--- src/rtl/mips_run_ctrl.sv ---
// Run controller for the MIPS single-cycle core: reset sequencing, pause gating, cycle counting
// and stop detection (limit, halt PC, self-loop). Self-loop check built only with MIPS_RUN_CTRL_LOOP_DETECT_EN.
module mips_run_ctrl #(
   parameter int unsigned CNT_W        = 32,
   parameter int unsigned PC_W         = 32,
   parameter int unsigned MAX_CYCLES   = 18,
   parameter int unsigned RESET_CYCLES = 1,
   parameter int unsigned LOOP_LIMIT   = 4
) (
   input  logic             clk,
   input  logic             rst,
   input  logic             start,
   input  logic             pause,
   input  logic             ack,
   input  logic [PC_W-1:0]  halt_pc,
   input  logic [PC_W-1:0]  pc,
   input  logic             pc_valid,
   output logic             core_rst_n,
   output logic             core_en,
   output logic [CNT_W-1:0] cycle_cnt,
   output logic             busy,
   output logic             done,
   output logic [1:0]       cause
);

   localparam int unsigned HOLD_W = (RESET_CYCLES > 1) ? $clog2(RESET_CYCLES) : 1;
   localparam logic [HOLD_W-1:0] HOLD_LAST = HOLD_W'(RESET_CYCLES - 1);
   localparam logic [CNT_W-1:0] MAX_C = CNT_W'(MAX_CYCLES);

   typedef enum logic [2:0] {StIdle, StHold, StRun, StPause, StDone} state_e;

   state_e              state_q, state_d;
   logic [CNT_W-1:0]    cnt_q, cnt_d, cnt_inc;
   logic [1:0]          cause_q, cause_d;
   logic [HOLD_W-1:0]   hold_q, hold_d;
   logic                run_en, halt_hit, loop_hit, limit_hit, run_start;

   assign run_en    = (state_q == StRun) && !pause;
   assign run_start = (state_q == StIdle) && start;

`ifdef MIPS_RUN_CTRL_LOOP_DETECT_EN
   localparam int unsigned LOOP_W = $clog2(LOOP_LIMIT + 1);
   localparam logic [LOOP_W-1:0] LOOP_MAX = LOOP_W'(LOOP_LIMIT);

   logic [PC_W-1:0]   prev_q, prev_d;
   logic [LOOP_W-1:0] loop_q, loop_d, loop_nxt;

   // loop_q == 0 marks "no valid PC seen yet this run", so a stale prev_q never counts
   always_comb begin
      loop_d   = loop_q;
      prev_d   = prev_q;
      loop_nxt = ((loop_q != '0) && (pc == prev_q)) ? loop_q + 1'b1 : LOOP_W'(1);
      if (run_start) begin
         loop_d = '0;
      end else if (run_en && pc_valid) begin
         loop_d = loop_nxt;
         prev_d = pc;
      end
   end

   assign loop_hit = pc_valid && (loop_nxt == LOOP_MAX);

   always_ff @(posedge clk or posedge rst) begin
      if (rst) begin
         loop_q <= '0;
         prev_q <= '0;
      end else begin
         loop_q <= loop_d;
         prev_q <= prev_d;
      end
   end
`else
   assign loop_hit = 1'b0;
`endif

   always_comb begin
      state_d    = state_q;
      cnt_d      = cnt_q;
      cause_d    = cause_q;
      hold_d     = hold_q;
      core_rst_n = 1'b1;
      core_en    = 1'b0;
      busy       = 1'b0;
      done       = 1'b0;
      cnt_inc    = (cnt_q == '1) ? cnt_q : cnt_q + 1'b1;
      halt_hit   = pc_valid && (pc == halt_pc);
      limit_hit  = (MAX_CYCLES != 0) && (cnt_inc == MAX_C);
      unique case (state_q)
         StIdle: begin
            core_rst_n = 1'b0;
            if (start) begin
               state_d = StHold;
               cnt_d   = '0;
               cause_d = 2'b00;
               hold_d  = '0;
            end
         end
         StHold: begin
            core_rst_n = 1'b0;
            busy       = 1'b1;
            if (hold_q == HOLD_LAST) begin
               state_d = StRun;
            end else begin
               hold_d = hold_q + 1'b1;
            end
         end
         StRun: begin
            busy    = 1'b1;
            core_en = run_en;
            if (pause) begin
               state_d = StPause;
            end else begin
               cnt_d = cnt_inc;
               if (halt_hit) begin
                  state_d = StDone;
                  cause_d = 2'b10;
               end else if (loop_hit) begin
                  state_d = StDone;
                  cause_d = 2'b11;
               end else if (limit_hit) begin
                  state_d = StDone;
                  cause_d = 2'b01;
               end
            end
         end
         StPause: begin
            busy = 1'b1;
            if (!pause) state_d = StRun;
         end
         StDone: begin
            done = 1'b1;
            if (ack) state_d = StIdle;
         end
         default: state_d = StIdle;
      endcase
   end

   always_ff @(posedge clk or posedge rst) begin
      if (rst) begin
         state_q <= StIdle;
         cnt_q   <= '0;
         cause_q <= 2'b00;
         hold_q  <= '0;
      end else begin
         state_q <= state_d;
         cnt_q   <= cnt_d;
         cause_q <= cause_d;
         hold_q  <= hold_d;
      end
   end

   assign cycle_cnt = cnt_q;
   assign cause     = cause_q;

endmodule

--- config.mk ---
export PLATFORM = sky130hd
export DESIGN_NAME = mips_run_ctrl
export DESIGN_NICKNAME = d
export VERILOG_FILES = /design/src/rtl/mips_run_ctrl.sv
export SDC_FILE = /design/constraint.sdc
export NUM_CORES = 1
export LEC_CHECK = 0
export BUFFER_PORTS_ARGS = -buffer_cell sky130_fd_sc_hd__buf_2
export CAP_MARGIN = 20
export CORE_ASPECT_RATIO = 0.75
export CORE_MARGIN = 2
export CORE_UTILIZATION = 56
export DETAILED_ROUTE_END_ITERATION = 8
export PLACE_DENSITY = 0.87
export SETUP_SLACK_MARGIN = 0.05
export SLEW_MARGIN = 10
export SYNTH_ARGS = -nofsm -noshare
export SYNTH_HDL_FRONTEND = slang
export SYNTH_SLANG_ARGS = --single-unit
--- constraint.sdc ---
create_clock -name clk -period 8.9 [get_ports clk]
set_clock_uncertainty 0.2 [all_clocks]
set_input_delay 2.225 -clock clk [delete_from_list [all_inputs] [get_ports clk]]
set_output_delay 2.225 -clock clk [all_outputs]
set_load 0.005 [all_outputs]
==> impl_results.md <==
- Share of cells above drive strength 1: 26.96%
- Global-route wire length before repair: 16420 um
- DRT Pass-1 Iters: 5
- Synthesized area: 0.003233 mm2
- Static Leak: 0.001649 uW
- Net Count, Synth: 481
- NumNets Final: 567
- CTS Hold Bufs: 0
- Cell Area, Placed: 0.003741 mm2
- P per Cell Area: 105.7 mW/mm2
- CTS clock-pin slew for the worst setup and hold paths: 0.07 ns
- Fin crit period: 6.058 ns
- Top cell type's share of synthesized area: 28.64%
- Total gr overflow: 0
- Die area: 0.006404 mm2
- Slew HR: 52.22%
- IO Count: 108
- Final setup TNS: 0 ns
- Most common cell after layout, fill and taps aside: buf_2
- Worst R2R Start: cycle_cnt[0]
- Reg-to-reg endpoint: state_q[1]
- Die height: 69.81 um
- Avg Inst Size Synth: 7.886 um2
- Synthesis-to-finish area growth: 18.85%
- Dominant cells by area after synthesis: dfrtp_1 (29%), xnor2_1 (10%), o21ai_0 (7.4%)
- DPL Wire Length: 7514 um
- Core Box Area: 0.005468 mm2
- Post-synthesis sequential area ratio: 28.64%
- Crit path top cell by count: buf_2
- Max-cap violation count: 0
- Crit-path slowest cell: inv_1
- Ys Warns: 0
- Drc violations: 0
- Most frequent cells in the layout: buf_2 (107), o21ai_0 (47), nand2_1 (44)
- # diodes: 0
- Worst r2r path cells: 9
- Std-Cell Rows: 23
- Unique masters post-synth: 66
- Antenna violations before repair: 1
- Pin count of the biggest net entering global routing: 38
- Worst Setup Slack, final: 2.842 ns
- Post-CTS Setup Bufs: 0
- Critical-path cell list: buf_2 > nor2b_1 > nand2_1 > buf_4 > inv_1 > buf_2
- Design Area, Final: 0.003842 mm2
- Hold/Removal Path Class: reg -> reg
- Post-Synthesis Cells: 410
- Synth async-reset ratio: 100.0%
- Post-synthesis compound-gate area fraction: 23.65%
- R2R Setup Slk: 4.81 ns
- F_max: 165.1 MHz
- Initial core utilization: 59.13%
- Vias/cell: 6.505
- Flops & latches, synth: 37
- Status: finished, final reports clean
- Crit-path leading delay family: buffers and inverters
- WS Path Type: in -> out
- Routed Antenna Nets: 0
- Synth Flop Type: dfrtp_1
- Post-synth EDFFs: 0
- HP Start: state_q[2]
- Crit end category: primary output
- Vias in the first global route: 3481
- CTS H-Tree Depth: 2
- Synth Area in Simple Gates: 29.10%
- Num CTS Buffers: 5
- Critical Path AT: 3.63 ns
- Via count: 3721
- # clock sinks: 37
- Tot GR Track Use: 31.50%
- Drt wl/cell: 17.46 um
- IO Port Bufs: 107
- Final Hold Viols: 0
- Total power: 406.1 uW
- Root Buffer: clkbuf_8
- Hold Path End: state_q[0]
- CTS tree: yes
- Die Width: 91.74 um
- CP Data Required Time: 6.48 ns
- Largest family of logic cells by synthesized area: simple AND/OR/NAND/NOR gates
- Total wire length: 9986 um
- DRT iter0 DRCs: 366
- Crit-path max cell delay: 0.53 ns
- Post-Synth XOR/XNOR Area: 11.92%
- Hold depth: 1
- RePlAce Congestion: 0.9947
- Synth area leader: dfrtp_1
- Actual slew at the worst max-slew pin: 0.7145 ns
- Post-Synth Adder-Cell Area: 0.3870%
- RSZ-0062 raised after global routing: false
- Post-synthesis mux area share: 0.9288%
- Worst Path Buf+Inv: 4
- Clk_lat worst skew: 0.30 ns
- Final setup fails: 0
- Worst IR Drop VDD: 0.07749 mV
- Worst Path Max Fanout: 30
- Post-CTS Resized: 0
- Worst slack at placement: 2.896 ns
- Crit start category: primary input
- Max Transition Viols Final: 0
- CTS Buffer Depth: 2
- Final Cycle Share: 68.06%
- Hold_ws: 0.3134 ns
-- where the power goes --
part	internal, uW	switching [uW]
Clock	70.1	64.5
Sequential	174	14.9
Combinational	39.6	43.5
-- logic make-up (layout without fill, tap and decap cells) --
family / Yosys count / count (layout)
XOR/XNOR: 44 / 44
AO/OA/AOI/OAI: 121 / 121
multiplexers: 3 / 3
AND/OR/NAND/NOR: 166 / 166
buffers and inverters: 38 / 125
flip-flops: 37 / 37
adder cells (fa/ha/maj): 1 / 1
-- flip-flops by register name, indices dropped and copies added, names as in the netlist --
signal     count
state_q        3
cause          2
cycle_cnt     32
-- per-layer routing --
layer	share of wire, %	vias up	global-route usage [%]
li1	-	1716	-
met3	11	22	7.283
met1	41	1727	43.22
met4	1.6	2	8.955
met5	0.12	-	0
met2	47	254	49.84
-- metrics by stage --
| stage | std cells | util, % |
|---|---|---|
| global placement | 564 | 68.42 |
| CTS | 572 | 70.27 |
| finish | 572 | 70.27 |
| floorplan | 410 | - |
| global route | 572 | 70.27 |
| detailed placement | 564 | 68.42 |
-- worst reg2reg max path, delay by kind of cell (launching register included) --
family	cells	cell delay, ns
DFF	1	0.51
AOI/OAI and AO/OA	2	0.49
and+or+nand+nor	5	2.12
muxes	1	0.27
adders and majority gates	1	0.38
-- worst max path at each step --
stage	start	to	slack (ns)	cells past startpoint
2_1_floorplan	pause	core_en	3.67	4
3_3_place_gp	pause	core_en	2.97	6
3_5_place_dp	pause	core_en	2.90	6
4_1_cts	pause	core_en	2.89	6
5_1_grt	pause	core_en	2.76	6
6_report	pause	core_en	2.84	6
-- Yosys cell counts, types with 2 or more instances --
cell type and instances:
nor2b_1 2, buf_4 2, clkbuf_1 16, a211oi_1 4, clkbuf_2 2, nand2_1 44, and3_1 8, inv_1 6
xnor2_1 38, nor4b_1 2, nand4_1 23, and4_1 9, o31a_1 2, nor2_1 21, a21oi_1 16, dfrtp_1 37
nor3_1 13, xor2_1 6, and2_1 2, a22o_1 2, o21ai_0 48, nand3_1 15, o22ai_1 2, o2111ai_1 3
o31ai_1 11, nor4_1 7, a31oi_1 15, or2_2 2, mux2i_1 3, nand3b_1 2, or3_1 2, buf_2 11
-- layout make-up --
class,count,area (um2)
timing repair buffer,111,565.5
fill,463,1625
clock inverter,1,5.005
multi-input combinational,335,2133
tap,75,93.84
inverter,6,22.52
clock buffer,7,96.34
sequential,37,925.9
Power figures use the tool's default switching activity.
